$ cat src/rtl/xif_copro_alu_if.sv
// xif_copro_alu_if: CV-X-IF issue/register/commit/result bundle between host (master) and coprocessor (slave).
interface xif_copro_alu_if #(
  parameter int X_ID_WIDTH     = 4,
  parameter int X_HARTID_WIDTH = 1,
  parameter int X_RFR_WIDTH    = 32
);
  logic                        issue_valid_i;
  logic                        issue_ready_o;
  logic [31:0]                 issue_instr_i;
  logic [X_HARTID_WIDTH-1:0]   issue_hartid_i;
  logic [X_ID_WIDTH-1:0]       issue_id_i;
  logic                        issue_accept_o;
  logic                        issue_writeback_o;
  logic [1:0]                  issue_register_read_o;
  logic                        issue_loadstore_o;
  logic                        register_valid_i;
  logic                        register_ready_o;
  logic [X_HARTID_WIDTH-1:0]   register_hartid_i;
  logic [X_ID_WIDTH-1:0]       register_id_i;
  logic [2*X_RFR_WIDTH-1:0]    register_rs_i;
  logic [1:0]                  register_rs_valid_i;
  logic                        commit_valid_i;
  logic [X_HARTID_WIDTH-1:0]   commit_hartid_i;
  logic [X_ID_WIDTH-1:0]       commit_id_i;
  logic                        commit_kill_i;
  logic                        result_valid_o;
  logic                        result_ready_i;
  logic [X_HARTID_WIDTH-1:0]   result_hartid_o;
  logic [X_ID_WIDTH-1:0]       result_id_o;
  logic [X_RFR_WIDTH-1:0]      result_data_o;
  logic [4:0]                  result_rd_o;
  logic                        result_we_o;
  logic                        result_exc_o;
  logic [5:0]                  result_exccode_o;
  logic                        result_dbg_o;
  logic                        result_err_o;
  modport master (
    output issue_valid_i, issue_instr_i, issue_hartid_i, issue_id_i,
    input  issue_ready_o, issue_accept_o, issue_writeback_o, issue_register_read_o, issue_loadstore_o,
    output register_valid_i, register_hartid_i, register_id_i, register_rs_i, register_rs_valid_i,
    input  register_ready_o,
    output commit_valid_i, commit_hartid_i, commit_id_i, commit_kill_i,
    input  result_valid_o, result_hartid_o, result_id_o, result_data_o, result_rd_o, result_we_o,
    input  result_exc_o, result_exccode_o, result_dbg_o, result_err_o,
    output result_ready_i
  );
  modport slave (
    input  issue_valid_i, issue_instr_i, issue_hartid_i, issue_id_i,
    output issue_ready_o, issue_accept_o, issue_writeback_o, issue_register_read_o, issue_loadstore_o,
    input  register_valid_i, register_hartid_i, register_id_i, register_rs_i, register_rs_valid_i,
    output register_ready_o,
    input  commit_valid_i, commit_hartid_i, commit_id_i, commit_kill_i,
    output result_valid_o, result_hartid_o, result_id_o, result_data_o, result_rd_o, result_we_o,
    output result_exc_o, result_exccode_o, result_dbg_o, result_err_o,
    input  result_ready_i
  );
endinterface

$ cat src/rtl/xif_copro_alu.sv
// xif_copro_alu: CV-X-IF coprocessor with custom-0 ADD/SUB/XOR/MINU/MAXU,
// in-order queue that gathers operands and commit decisions before writing back.
module xif_copro_alu #(
  parameter int X_ID_WIDTH     = 4,
  parameter int X_HARTID_WIDTH = 1,
  parameter int X_RFR_WIDTH    = 32,
  parameter int DEPTH          = 4
) (
  input logic clk_i,
  input logic rst_i,
  xif_copro_alu_if.slave xif
);
  localparam int AW = $clog2(DEPTH);
  localparam int TW = X_HARTID_WIDTH + X_ID_WIDTH;
  localparam int W  = X_RFR_WIDTH;
  logic [DEPTH-1:0] v_q, ok_q, cm_q, kl_q, push_sel, reg_hit, cm_hit;
  logic [TW-1:0]    tag_q [DEPTH];
  logic [4:0]       rd_q  [DEPTH];
  logic [2:0]       op_q  [DEPTH];
  logic [W-1:0]     rs1_q [DEPTH];
  logic [W-1:0]     rs2_q [DEPTH];
  logic [AW-1:0]    head_q, tail_q;
  logic [AW:0]      cnt_q;
  logic             accept, push, pop, reg_wr, rv;
  logic [TW-1:0]    itag, rtag, ctag, htag;
  logic [W-1:0]     a, b, res;
  logic [2:0]       f3;
  assign f3     = xif.issue_instr_i[14:12];
  assign accept = xif.issue_instr_i[6:0] == 7'b0001011 && xif.issue_instr_i[31:25] == 7'd0 && f3 <= 3'd4;
  assign xif.issue_accept_o        = accept;
  assign xif.issue_writeback_o     = accept;
  assign xif.issue_register_read_o = accept ? 2'b11 : 2'b00;
  assign xif.issue_loadstore_o     = 1'b0;
  assign xif.issue_ready_o         = cnt_q < (AW+1)'(DEPTH);
  assign xif.register_ready_o      = 1'b1;
  assign itag   = {xif.issue_hartid_i, xif.issue_id_i};
  assign rtag   = {xif.register_hartid_i, xif.register_id_i};
  assign ctag   = {xif.commit_hartid_i, xif.commit_id_i};
  assign push   = xif.issue_valid_i && xif.issue_ready_o && accept;
  assign reg_wr = xif.register_valid_i && xif.register_rs_valid_i == 2'b11;
  // A tag match also covers the slot being filled this very cycle.
  always_comb begin
    push_sel = '0;
    reg_hit  = '0;
    cm_hit   = '0;
    for (int i = 0; i < DEPTH; i++) begin
      push_sel[i] = push && tail_q == AW'(i);
      reg_hit[i]  = reg_wr && (v_q[i] || push_sel[i]) && (push_sel[i] ? itag : tag_q[i]) == rtag;
      cm_hit[i]   = xif.commit_valid_i && (v_q[i] || push_sel[i]) && (push_sel[i] ? itag : tag_q[i]) == ctag;
    end
  end
  assign rv   = v_q[head_q] && cm_q[head_q] && !kl_q[head_q] && ok_q[head_q];
  assign pop  = v_q[head_q] && (kl_q[head_q] || (rv && xif.result_ready_i));
  assign a    = rs1_q[head_q];
  assign b    = rs2_q[head_q];
  assign htag = tag_q[head_q];
  always_comb begin
    res = op_q[head_q] == 3'd0 ? a + b :
          op_q[head_q] == 3'd1 ? a - b :
          op_q[head_q] == 3'd2 ? a ^ b :
          op_q[head_q] == 3'd3 ? (a < b ? a : b) : (a > b ? a : b);
  end
  assign xif.result_valid_o   = rv;
  assign xif.result_hartid_o  = rv ? htag[TW-1:X_ID_WIDTH] : '0;
  assign xif.result_id_o      = rv ? htag[X_ID_WIDTH-1:0] : '0;
  assign xif.result_data_o    = rv ? res : '0;
  assign xif.result_rd_o      = rv ? rd_q[head_q] : 5'd0;
  assign xif.result_we_o      = rv;
  assign xif.result_exc_o     = 1'b0;
  assign xif.result_exccode_o = 6'd0;
  assign xif.result_dbg_o     = 1'b0;
  assign xif.result_err_o     = 1'b0;
  always_ff @(posedge clk_i or posedge rst_i) begin
    if (rst_i) begin
      v_q    <= '0;
      ok_q   <= '0;
      cm_q   <= '0;
      kl_q   <= '0;
      head_q <= '0;
      tail_q <= '0;
      cnt_q  <= '0;
    end else begin
      for (int i = 0; i < DEPTH; i++) begin
        if (push_sel[i]) begin
          v_q[i]  <= 1'b1;
          ok_q[i] <= 1'b0;
          cm_q[i] <= 1'b0;
          kl_q[i] <= 1'b0;
        end
        if (reg_hit[i]) ok_q[i] <= 1'b1;
        if (cm_hit[i]) begin
          cm_q[i] <= 1'b1;
          kl_q[i] <= xif.commit_kill_i;
        end
        if (pop && head_q == AW'(i)) v_q[i] <= 1'b0;
      end
      head_q <= head_q + AW'(pop);
      tail_q <= tail_q + AW'(push);
      cnt_q  <= cnt_q + (AW+1)'(push) - (AW+1)'(pop);
    end
  end
  // Payload needs no reset: result fields are masked until an entry is fully ready.
  always_ff @(posedge clk_i) begin
    for (int i = 0; i < DEPTH; i++) begin
      if (push_sel[i]) begin
        tag_q[i] <= itag;
        rd_q[i]  <= xif.issue_instr_i[11:7];
        op_q[i]  <= f3;
      end
      if (reg_hit[i]) begin
        rs1_q[i] <= xif.register_rs_i[W-1:0];
        rs2_q[i] <= xif.register_rs_i[2*W-1:W];
      end
    end
  end
endmodule

$ cat src/flat_wrapper.sv
// flat-port wrapper written by rule: the top's interface ports become plain ports
module xif_copro_alu_flat 
#(
  parameter int X_ID_WIDTH     = 4,
  parameter int X_HARTID_WIDTH = 1,
  parameter int X_RFR_WIDTH    = 32,
  parameter int DEPTH          = 4
)
  (clk_i, rst_i, xif_issue_valid_i, xif_issue_instr_i, xif_issue_hartid_i, xif_issue_id_i, xif_issue_ready_o, xif_issue_accept_o, xif_issue_writeback_o, xif_issue_register_read_o, xif_issue_loadstore_o, xif_register_valid_i, xif_register_hartid_i, xif_register_id_i, xif_register_rs_i, xif_register_rs_valid_i, xif_register_ready_o, xif_commit_valid_i, xif_commit_hartid_i, xif_commit_id_i, xif_commit_kill_i, xif_result_valid_o, xif_result_hartid_o, xif_result_id_o, xif_result_data_o, xif_result_rd_o, xif_result_we_o, xif_result_exc_o, xif_result_exccode_o, xif_result_dbg_o, xif_result_err_o, xif_result_ready_i);
  xif_copro_alu_if #(.X_ID_WIDTH(X_ID_WIDTH), .X_HARTID_WIDTH(X_HARTID_WIDTH), .X_RFR_WIDTH(X_RFR_WIDTH)) xif_i ();
  input logic clk_i;
  input logic rst_i;
  input wire logic [$bits(xif_i.issue_valid_i)-1:0] xif_issue_valid_i;
  input wire logic [$bits(xif_i.issue_instr_i)-1:0] xif_issue_instr_i;
  input wire logic [$bits(xif_i.issue_hartid_i)-1:0] xif_issue_hartid_i;
  input wire logic [$bits(xif_i.issue_id_i)-1:0] xif_issue_id_i;
  output wire logic [$bits(xif_i.issue_ready_o)-1:0] xif_issue_ready_o;
  output wire logic [$bits(xif_i.issue_accept_o)-1:0] xif_issue_accept_o;
  output wire logic [$bits(xif_i.issue_writeback_o)-1:0] xif_issue_writeback_o;
  output wire logic [$bits(xif_i.issue_register_read_o)-1:0] xif_issue_register_read_o;
  output wire logic [$bits(xif_i.issue_loadstore_o)-1:0] xif_issue_loadstore_o;
  input wire logic [$bits(xif_i.register_valid_i)-1:0] xif_register_valid_i;
  input wire logic [$bits(xif_i.register_hartid_i)-1:0] xif_register_hartid_i;
  input wire logic [$bits(xif_i.register_id_i)-1:0] xif_register_id_i;
  input wire logic [$bits(xif_i.register_rs_i)-1:0] xif_register_rs_i;
  input wire logic [$bits(xif_i.register_rs_valid_i)-1:0] xif_register_rs_valid_i;
  output wire logic [$bits(xif_i.register_ready_o)-1:0] xif_register_ready_o;
  input wire logic [$bits(xif_i.commit_valid_i)-1:0] xif_commit_valid_i;
  input wire logic [$bits(xif_i.commit_hartid_i)-1:0] xif_commit_hartid_i;
  input wire logic [$bits(xif_i.commit_id_i)-1:0] xif_commit_id_i;
  input wire logic [$bits(xif_i.commit_kill_i)-1:0] xif_commit_kill_i;
  output wire logic [$bits(xif_i.result_valid_o)-1:0] xif_result_valid_o;
  output wire logic [$bits(xif_i.result_hartid_o)-1:0] xif_result_hartid_o;
  output wire logic [$bits(xif_i.result_id_o)-1:0] xif_result_id_o;
  output wire logic [$bits(xif_i.result_data_o)-1:0] xif_result_data_o;
  output wire logic [$bits(xif_i.result_rd_o)-1:0] xif_result_rd_o;
  output wire logic [$bits(xif_i.result_we_o)-1:0] xif_result_we_o;
  output wire logic [$bits(xif_i.result_exc_o)-1:0] xif_result_exc_o;
  output wire logic [$bits(xif_i.result_exccode_o)-1:0] xif_result_exccode_o;
  output wire logic [$bits(xif_i.result_dbg_o)-1:0] xif_result_dbg_o;
  output wire logic [$bits(xif_i.result_err_o)-1:0] xif_result_err_o;
  input wire logic [$bits(xif_i.result_ready_i)-1:0] xif_result_ready_i;
  assign xif_i.issue_valid_i = xif_issue_valid_i;
  assign xif_i.issue_instr_i = xif_issue_instr_i;
  assign xif_i.issue_hartid_i = xif_issue_hartid_i;
  assign xif_i.issue_id_i = xif_issue_id_i;
  assign xif_issue_ready_o = xif_i.issue_ready_o;
  assign xif_issue_accept_o = xif_i.issue_accept_o;
  assign xif_issue_writeback_o = xif_i.issue_writeback_o;
  assign xif_issue_register_read_o = xif_i.issue_register_read_o;
  assign xif_issue_loadstore_o = xif_i.issue_loadstore_o;
  assign xif_i.register_valid_i = xif_register_valid_i;
  assign xif_i.register_hartid_i = xif_register_hartid_i;
  assign xif_i.register_id_i = xif_register_id_i;
  assign xif_i.register_rs_i = xif_register_rs_i;
  assign xif_i.register_rs_valid_i = xif_register_rs_valid_i;
  assign xif_register_ready_o = xif_i.register_ready_o;
  assign xif_i.commit_valid_i = xif_commit_valid_i;
  assign xif_i.commit_hartid_i = xif_commit_hartid_i;
  assign xif_i.commit_id_i = xif_commit_id_i;
  assign xif_i.commit_kill_i = xif_commit_kill_i;
  assign xif_result_valid_o = xif_i.result_valid_o;
  assign xif_result_hartid_o = xif_i.result_hartid_o;
  assign xif_result_id_o = xif_i.result_id_o;
  assign xif_result_data_o = xif_i.result_data_o;
  assign xif_result_rd_o = xif_i.result_rd_o;
  assign xif_result_we_o = xif_i.result_we_o;
  assign xif_result_exc_o = xif_i.result_exc_o;
  assign xif_result_exccode_o = xif_i.result_exccode_o;
  assign xif_result_dbg_o = xif_i.result_dbg_o;
  assign xif_result_err_o = xif_i.result_err_o;
  assign xif_i.result_ready_i = xif_result_ready_i;
  xif_copro_alu #(.X_ID_WIDTH(X_ID_WIDTH), .X_HARTID_WIDTH(X_HARTID_WIDTH), .X_RFR_WIDTH(X_RFR_WIDTH), .DEPTH(DEPTH)) u_core (.clk_i(clk_i), .rst_i(rst_i), .xif(xif_i));
endmodule
$ cat config.mk
export PLATFORM = sky130hd
export DESIGN_NAME = xif_copro_alu_flat
export DESIGN_NICKNAME = d
export VERILOG_FILES = /design/src/rtl/xif_copro_alu_if.sv /design/src/rtl/xif_copro_alu.sv /design/src/flat_wrapper.sv
export SDC_FILE = /design/constraint.sdc
export NUM_CORES = 1
export LEC_CHECK = 0
export CAP_MARGIN = 5
export CORE_ASPECT_RATIO = 1.5
export CORE_MARGIN = 2
export CORE_UTILIZATION = 40
export CTS_CLUSTER_SIZE = 24
export DETAILED_ROUTE_END_ITERATION = 12
export GPL_TIMING_DRIVEN = 0
export SLEW_MARGIN = 20
export SYNTH_ARGS = -nofsm -noshare
export SYNTH_HDL_FRONTEND = slang
export SYNTH_SLANG_ARGS = --single-unit
$ cat constraint.sdc
create_clock -name clk_i -period 8.7 [get_ports clk_i]
set_input_delay 1.305 -clock clk_i [delete_from_list [all_inputs] [get_ports clk_i]]
set_output_delay 1.305 -clock clk_i [all_outputs]
set_load 0.05 [all_outputs]
Yosys cells after proc, flatten, opt, wreduce, memory -nomap -nowiden
Memories as Yosys holds them, arrays and structs flattened.
Cells that the tools add are included.

word-level totals
  register bits = 23
  bits in latches = 0
  bits in writable memories = 308
  bits in read-only memories = 0
  bits of input ports = 120
  output and inout port bits = 60
  word-level logic and storage cells = 210
  memories kept = 5

memories
  memory        words  width  read ports  clocked after Yosys merged registers in  wr ports  line                 RTL
  u_core.rs1_q  4      32     1           0                                        4         xif_copro_alu.sv:20  logic [W-1:0] rs1_q [DEPTH];
  u_core.rs2_q  4      32     1           0                                        4         xif_copro_alu.sv:21  logic [W-1:0] rs2_q [DEPTH];
  u_core.rd_q   4      5      1           0                                        1         xif_copro_alu.sv:18  logic [4:0] rd_q [DEPTH];
  u_core.tag_q  4      5      5           0                                        1         xif_copro_alu.sv:17  logic [TW-1:0] tag_q [DEPTH];
  u_core.op_q   4      3      1           0                                        1         xif_copro_alu.sv:19  logic [2:0] op_q [DEPTH];

cells by class
  add/subtract/negate cells = 6
  multipliers = 0
  divide/modulo/power cells = 0
  order comparisons = 5
  eq/ne operators = 19
  shift-type cells = 0
  multiplexer cells = 90
  bitwise gates (word level) = 1
  reductions and logical operators = 65

operator list
  cell                number
  $mux 32             7
  $mux 5              11
  $mux 1              54
  $eq 5x5->1          8
  $logic_and 1x1->1   34
  $add 32x32->32      1
  $gt 32x32->1        1
  $lt 32x32->1        1
  $sub 32x32->32      1
  $xor 32x32->32      1
  $reduce_or 5->1     6
  $reduce_bool 2->1   12
  $mux 2              10
  $eq 2x2->1 const B  5
  $mux 3              3
  $reduce_or 3->1     3
  $bmux 1 s2          4
  $eq 7x4->1 const B  1
  $logic_not 7->1     1
  $eq 3x2->1 const B  2
  $logic_or 1x1->1    5
  $add 2x1->2         2
  $eq 2x1->1 const B  2
  $logic_not 2->1     2
  9 further kinds     9

Logic depth before layout (Yosys ltp)
Gate-level depths: netlist of the first run.

  depth in word-level cells = 11
  gate-level depth with buffers = 19
  depth with buffers taken out = 14

Least setup slack after synthesis of the first run
Ideal clock, no wire load.

  kind = in2reg
  start point = input xif_issue_instr_i[6]
  end point = memory u_core.rs1_q[3][0] (netlist bit) (enable)
  setup time = 0.647 ns
  arrival = 9.002 ns
  required time = 8.053 ns
  slack = -0.949 ns
  cell stages on the path = 9
  path buffers = 1
  cells stage by stage = nor4b_1 > nand3_1 > nor3_2 > nand3_1 > buf_2 > mux2i_4 > xor2_1 > nand3_1 > nor4_1

RTL lines
  what         line                 RTL
  from (decl)  flat_wrapper.sv:14   input wire logic [$bits(xif_i.issue_instr_i)-1:0] xif_issue_instr_i;
  to (decl)    xif_copro_alu.sv:20

Worst setup path after layout of the first run
  start point = register u_core.head_q[0]
  end point = output xif_result_data_o[30]

on the way
  word-level cells in the longest chain between the ends = 8
  elaborated cells on any way between the ends = 31
  classes of those cells = add/sub (2); order compare (2); eq/ne (3); mux (15); bitwise (1); reduce/logical (5); memory (3)

RTL lines
  what                                          line                 RTL
  from (decl)                                   xif_copro_alu.sv:22  logic [AW-1:0] head_q, tail_q;
  from (signal assigned)                        xif_copro_alu.sv:97  head_q <= head_q + AW'(pop);
  $mem_v2 4x32, on equally long branches        --
  $gt 32x32->1 or $lt 32x32->1 (tied branches)  xif_copro_alu.sv:61  op_q[head_q] == 3'd3 ? (a < b ? a : b) : (a > b ? a : b);
  $mux 32 (2 in series)                         xif_copro_alu.sv:61
  $mux 32                                       xif_copro_alu.sv:60  op_q[head_q] == 3'd2 ? a ^ b :
  $mux 32                                       xif_copro_alu.sv:59  op_q[head_q] == 3'd1 ? a - b :
  $mux 32                                       xif_copro_alu.sv:58  res = op_q[head_q] == 3'd0 ? a + b :
  $mux 32 (*)                                   xif_copro_alu.sv:66  assign xif.result_data_o = rv ? res : '0;
  to (decl)                                     flat_wrapper.sv:35   output wire logic [$bits(xif_i.result_data_o)-1:0] xif_result_data_o;

Mark *: on every way between the ends. The rest lies on a longest branch, timed or not. The select of a mux whose other input is x is not followed.

==> qor.yml, run 1 <==
synthesis:
  netlist_area_um2: 18000
  ys_warn_count: 0
  synth_common_cells: "edfxtp_1, a21oi_1, nor2_1"
  synth_top_family_by_area: "multiplexers"
  synthCells: 1399
  ys_ff_latch: 331
  ys_seq_area_share_pct: 53.5
  synth_top_area_share_pct: 48.1
  synth_area_leaders: "edfxtp_1, mux4_2, ha_1"
  synth_xor_area_share_pct: 3.60
  synthMuxAreaShare_pct: 13.1
  synth_top_flop_cell: "edfxtp_1"
  yosysMostFrequentCell: "edfxtp_1"
  yosys.area.top_type: "edfxtp_1"
  synth.distinct_cells: 88
  synth_fa_ha_area_share_pct: 4.99
  synth-simple-area-share_pct: 8.39
  synth-edff-count: 288
  synth-compound-area-share_pct: 12.0
  syn-mean-instance-area_um2: 12.9
  synthArstFlopShare_pct: 6.95
timing:
  period_share_pct: 95.1
  rsz0062_at_grt: "no"
  worst_pin_slew_ps: 1020
  max-slew-margin-rel_pct: 31.5
  fmax_mhz: 121
  timing.setup.tns_ps: 0
  hold_violations: 0
  drv_slew: 0
  fin_skew_ps: 21.7
  holdWs_ps: 478
  setup_viol: 0
  setup_slack_ps: 430
  fin_crit_ps: 8270
placed_design:
  io_buffers: 153
  pre_cts_ws_ps: 139
  gp_congestion: 0.940
  place_inst: 2176
  dp_hpwl_mm: 39.9
grt:
  track_usage_pct: 22.2
  grt_max_degree: 24
  overflow: 0
  grt_pass1_vias: 12900
  grt_first_pass_wirelength_mm: 78.1
  antenna_found_initial: 2
final_layout:
  area_delta_synth_final_pct: 21.1
  seq_area_um2: 9620
  drive_gt1_share_pct: 16.8
  n_fill_cell: 3953
  finalNonFillerCells: 2235
  multiInputGateArea_um2: 7670
  finalNetCount: 1818
routing:
  drt_iter0_drc: 873
  vias: 12500
  dr.pass1.iters: 5
  drc: 0
  wl_per_cell_um: 23.2
  antenna_left: 0
  vias_per_cell: 5.58
  wl_mm: 51.7
worst_setup_path:
  crit_slowest_cell: "clkdlybuf4s50_1"
  cp_cell_sequence: "buf_2, buf_2, clkbuf_4, buf_4, buf_4, mux4_2, ha_1, buf_2, inv_1, o2111ai_1, a211oi_2, nor3_1, o311ai_1, o22ai_1, o31a_1, nor3_1, o311a_1, clkdlybuf4s50_1"
  cp_common_cell: "buf_2"
  cp.arrival_ps: 6970
  cp-start-kind: "register"
  cp-end-kind: "output port"
  critPathMaxStageDelay_ps: 820
  worstSetupPathType: "reg2out"
  worst-path-buf-inv: 8
  worstPathRequired_ps: 7390
  cp_max_fo: 10
  cp_top_family: "buffers and inverters"
cts:
  cts_buffers: 30
  clock_latency_ps: 590
  numClockSinks: 331
  cts_buffer_depth: 3
  clk_pin_slew_ps: 60
  root_buffer: "clkbuf_16"
  h-tree-depth: 1
  cts_tree: "built"
pwr:
  p_total_uw: 3220
  p_sw_uw: 623
  p_int_uw: 2600
  power_frac_comb_pct: 3.3
  clkPwrFrac_pct: 43.0
  ir_worst_vdd_uv: 112
  p_per_area_nw_per_um2: 148
  p_seq_share_pct: 53.7
  leakage_uw: 0.00825
  switching_share_pct: 19.3
floorplanning:
  core_area_um2: 44600
  ioPinCount: 180
  row_count: 95
  die_w_um: 177
  die_h_um: 264
  dieArea_um2: 46700
  start_util_pct: 40.4
min_path:
  hold_path.class: "reg2reg"
run:
  maxCapViolations: 0
outcome:
  status: "completed"
==> layout by cell type, fill, tap and decap left out, drive strengths merged, types with 10 or more instances in the layout <==
cell type and count:
edfxtp 288, clkdlybuf4s50 131, a21oi 102, nor2 95, buf 88, inv 87
clkbuf 83, mux4 78, ha 67, nand2 64, o21ai 64, xnor2 49
nand3 35, mux2i 32, xor2 25, dfrtp 23, dlymetal6s2s 20, dfxtp 20
mux2 20, nor3 19, a211oi 19, a21o 17, and2 17, o221ai 13
conb 11, nor2b 11, nand2b 10, o31ai 10, nor4 10
==> cell families (layout without fill, tap and decap cells) <==
logic type	Yosys count	count (layout)
DFF	331	331
AOI/OAI and AO/OA	318	318
muxes	130	130
xor gates and xnor gates	74	74
other	2	12
and+or+nand+nor	298	298
buffers and inverters	176	420
adders and majority gates	70	70
==> per-stage QoR <==
| step | util, % | instance area [µm²] |
|---|---|---|
| final | 48.9 | 21800 |
| after detailed placement | 46.3 | 20700 |
| after CTS | 48.7 | 21700 |
| after floorplan | - | 18000 |
| after global routing | 48.9 | 21800 |
| after global placement | 45.5 | 20300 |
==> power by group through the flow <==
stage	logic [µW]	clock network, µW	registers (µW)
floorplan	34.9	0	1760
global placement	102	0	1760
detailed placement	107	0	1760
CTS	107	1410	1730
global route	114	1480	1730
finish	106	1380	1730
==> routing by layer <==
metal  up-vias  wire length, µm  global-route usage, %
met5         -               11                      0
met2       384            26800                   39.8
li1       5764                -                      -
met3       106             2640                   3.21
met1      6220            19800                   25.9
met4         2             2550                   10.5
==> registers in the layout, summed over array words and instances (netlist names) <==
signal	count
u_core.cm_q	4
u_core.cnt_q	3
u_core.head_q	2
u_core.kl_q	4
u_core.ok_q	4
u_core.op_q	12
u_core.rd_q	20
u_core.rs1_q	128
u_core.rs2_q	128
u_core.tag_q	20
u_core.tail_q	2
u_core.v_q	4
==> path summary, 6_finish.rpt <==
path                                  start                     to  slack [ps]  cells past startpoint
max                        u_core.head_q[0]  xif_result_data_o[30]         430                     18
min                          u_core.ok_q[1]         u_core.ok_q[1]         480                      1
max reg2reg                 u_core.cnt_q[2]     u_core.rs1_q[1][6]        4860                     13
min reg2reg                  u_core.ok_q[1]         u_core.ok_q[1]         480                      1
max in group asynchronous             rst_i         u_core.kl_q[1]        6900                      2
min in group asynchronous             rst_i          u_core.v_q[1]        1250                      2
==> layout make-up <==
class                           instances  share of cell area [%]
Sequential cell                       331                    44.2
Timing Repair Buffer                  188                    8.80
Clock inverter                          8                   0.683
Multi-Input combinational cell        901                    35.2
Antenna cell                            1                  0.0115
Buffer                                 88                    2.22
Tap cell                              582                    3.34
Clock buffer                           48                    4.08
Inverter                               88                    1.52
==> worst register-to-register path, stage by stage (launching register included) <==
cell and delay (ps):
dfrtp_1 390, inv_1 80, nand2_1 100, nor3_2 260, nand3b_1 200, buf_2 270
mux2i_1 380, xor2_1 180, nand3_1 150, a2111oi_4 660, buf_4 300, buf_4 220
buf_4 210, buf_6 160
==> what timing repair did <==
action	CTS	global route
setup endpoints to repair	32	32
buffers inserted	0	2
resized for setup	7	26
gates cloned	0	0
hold buffers	0	0
No activity file was read; power rests on OpenSTA's default activity.
==> run 2: changes to the inputs <==
HOLD_SLACK_MARGIN = 0.05   (was unset)
==> results of run 2 <==
Same layout as run 1: the final DEF is identical, and so are final timing and power.
==> run 3: changes to the inputs <==
clock period = 7.25 ns   (was 8.7 ns; I/O delays follow)
==> run 3 against run 2 <==
Against the previous run: clock-buffer cell count is the same; critical endpoint is now xif_result_data_o[19]; hold slack hardly changed; die area unchanged.
==> qor.yml, run 3 (synthesis results as in run 1) <==
final_layout:
  n_fill_cell: 3949  # -0.10%
  area_delta_synth_final_pct: 21.3
  final_cell_mix: "edfxtp_1, clkdlybuf4s50_1, a21oi_1"
  layout_commonest_cell: "edfxtp_1"
  design_area_um2: 21800  # +0.17%
  drive_gt1_share_pct: 19.5  # +2.7 points
  finalNonFillerCells: 2239  # +0.18%
  finalNetCount: 1821  # +0.17%
  largestRegisters: "u_core.rs1_q: 128 flops, u_core.rs2_q: 128 flops"
placed_design:
  io_buffers: 153  # unchanged
  pre_cts_ws_ps: -1090  # -1230 ps
  dp_hpwl_mm: 39.9  # unchanged
  gp_congestion: 0.940  # unchanged
  place_inst: 2176  # unchanged
  placed_area_um2: 20700  # unchanged
timing:
  max-slew-margin-rel_pct: 29.1  # -2.5 points
  period_share_pct: 96.6
  worst_pin_slew_ps: 1060  # +37.1 ps
  drv_slew: 0  # unchanged
  setup_slack_ps: 246  # -183 ps
  hold_violations: 0  # unchanged
  setup_viol: 0  # unchanged
  fin_crit_ps: 7000
  fin_skew_ps: 23.6  # +1.89 ps
  fmax_mhz: 143
  rsz0062_at_grt: "yes"
worst_setup_path:
  cp_top_family: "buffers and inverters"
  cp.arrival_ps: 5920  # -1050 ps
  crit_end: "xif_result_data_o[19]"
  reg2reg_from: "u_core.cnt_q[2]"
  cp-start-kind: "register"
  cp_max_fo: 10  # unchanged
  cp_common_cell: "buf_6"
  critPathMaxStageDelay_ps: 580  # -240 ps
  worstSetupPathType: "reg2out"
  r2r_cells: 13  # unchanged
  cp-end-kind: "output port"
  timing.rr.end: "u_core.rs1_q[1][6]"
  worst-path-buf-inv: 8  # unchanged
  worstPathRequired_ps: 6160  # -1230 ps
  crit_slowest_cell: "mux4_2"
  cp_cell_sequence: "buf_2, buf_6, buf_6, buf_6, buf_6, mux4_2, ha_1, nand2_1, or3_1, o41ai_2, mux2i_4, buf_4, buf_6, mux2i_1, a221oi_1, o31a_1, clkbuf_4"
  r2r_setup_slack_ps: 3400  # -1460 ps
  cp-startpoint: "u_core.head_q[0]"
  crit_cells: 17  # -1
pwr:
  clkPwrFrac_pct: 43.0  # about the same
  p_int_uw: 3120  # +20%
  p_seq_share_pct: 53.7  # about the same
  p_total_uw: 3870  # +20%
  switching_share_pct: 19.4  # +0.060 points
  p_sw_uw: 750  # +20%
  leakage_uw: 0.00798  # -3.3%
  power_frac_comb_pct: 3.3  # about the same
  p_per_area_nw_per_um2: 177  # +20%
  ir_worst_vdd_uv: 134  # +20%
floorplanning:
  die_h_um: 264  # unchanged
  dieArea_um2: 46700  # unchanged
  core_area_um2: 44600  # unchanged
  die_w_um: 177  # unchanged
  start_util_pct: 40.4  # unchanged
  ioPinCount: 180  # unchanged
  row_count: 95  # unchanged
routing:
  wl_per_cell_um: 23.2  # about the same
  drc: 0  # unchanged
  drt_iter0_drc: 865  # -0.92%
  wl_mm: 51.9  # +0.24%
  antenna_left: 0  # unchanged
  dr.pass1.iters: 7  # +2
  vias: 12500  # +0.52%
  vias_per_cell: 5.60  # +0.34%
run:
  maxCapViolations: 0  # unchanged
grt:
  antenna_found_initial: 2  # unchanged
  grt_pass1_vias: 13000  # +0.19%
  overflow: 0  # unchanged
  track_usage_pct: 22.3  # +0.043 points
  grt_first_pass_wirelength_mm: 78.2  # +0.15%
  grt_max_degree: 24  # unchanged
cts:
  clk_pin_slew_ps: 60  # about the same
  numClockSinks: 331  # unchanged
  root_buffer: "clkbuf_16"
  cts_tree: "built"
  h-tree-depth: 1  # unchanged
  cts_buffer_depth: 3  # unchanged
  clock_latency_ps: 590  # about the same
  cts_buffers: 30  # unchanged
outcome:
  status: "completed"
min_path:
  hold_path.class: "reg2reg"
==> run 3: changes by cell type in the layout (fill, tap and decap cells not counted), sizes merged <==
cell | previous run | this run
buf | 88 | 99
clkbuf | 83 | 94
clkdlybuf4s15 | 0 | 6
clkdlybuf4s50 | 131 | 121
diode | 1 | 2
dlygate4sd2 | 2 | 7
dlymetal6s2s | 20 | 0
==> run 3: layout make-up <==
type | count | area [µm²] | share of cell area, %
sequential | 331 | 9620 | 44.1
multi-input combinational | 901 | 7760 | 35.5
timing repair buffer | 191 | 1810 | 8.29
clock buffer | 48 | 888 | 4.07
tap | 582 | 728 | 3.34
buffer | 88 | 541 | 2.48
inverter | 88 | 330 | 1.51
clock inverter | 8 | 149 | 0.682
antenna | 2 | 5.00 | 0.0229
==> run 3: worst min path at each step <==
stage,cells after the start,endpoint,from
2_1_floorplan,1,u_core.cnt_q[2],u_core.cnt_q[2]
3_3_place_gp,1,u_core.ok_q[1],u_core.ok_q[1]
3_5_place_dp,1,u_core.ok_q[1],u_core.ok_q[1]
4_1_cts,1,u_core.ok_q[1],u_core.ok_q[1]
5_1_grt,1,u_core.ok_q[1],u_core.ok_q[1]
6_report,1,u_core.ok_q[1],u_core.ok_q[1]
==> run 3: through the flow <==
| step | hold slack (ps) | setup TNS, ps | utilization (%) |
|---|---|---|---|
| global route | 503 | -28.0 | 49.0 |
| detailed placement | 467 | -28370 | 46.3 |
| finish | 479 | 0 | 49.0 |
| CTS | 481 | 0 | 48.9 |
| global placement | 461 | -1026100 | 45.5 |
| floorplan | 446 | 0 | - |
==> run 3: what timing repair did <==
action                     in CTS  in global routing
pin swaps                       1                  3
buffers inserted                4                  1
setup endpoints to repair      32                 32
hold buffers                    0                  0
gates cloned                    0                  0
resized for setup             121                 62
==> run 3: routing by layer <==
metal  up-vias  GRT usage, %  part of all wire, %
met4         2          10.2                  4.8
li1       5779             -                    -
met5         -             0                0.021
met3       101          3.14                  5.0
met1      6308          26.0                   38
met2       351          40.1                   52
==> run 3: power groups by stage <==
| stage | Combinational, µW | Clock, µW | Sequential, µW |
|---|---|---|---|
| floorplan | 41.9 | 0 | 2120 |
| global placement | 123 | 0 | 2120 |
| detailed placement | 128 | 0 | 2120 |
| CTS | 129 | 1690 | 2070 |
| global route | 137 | 1780 | 2070 |
| finish | 128 | 1660 | 2070 |
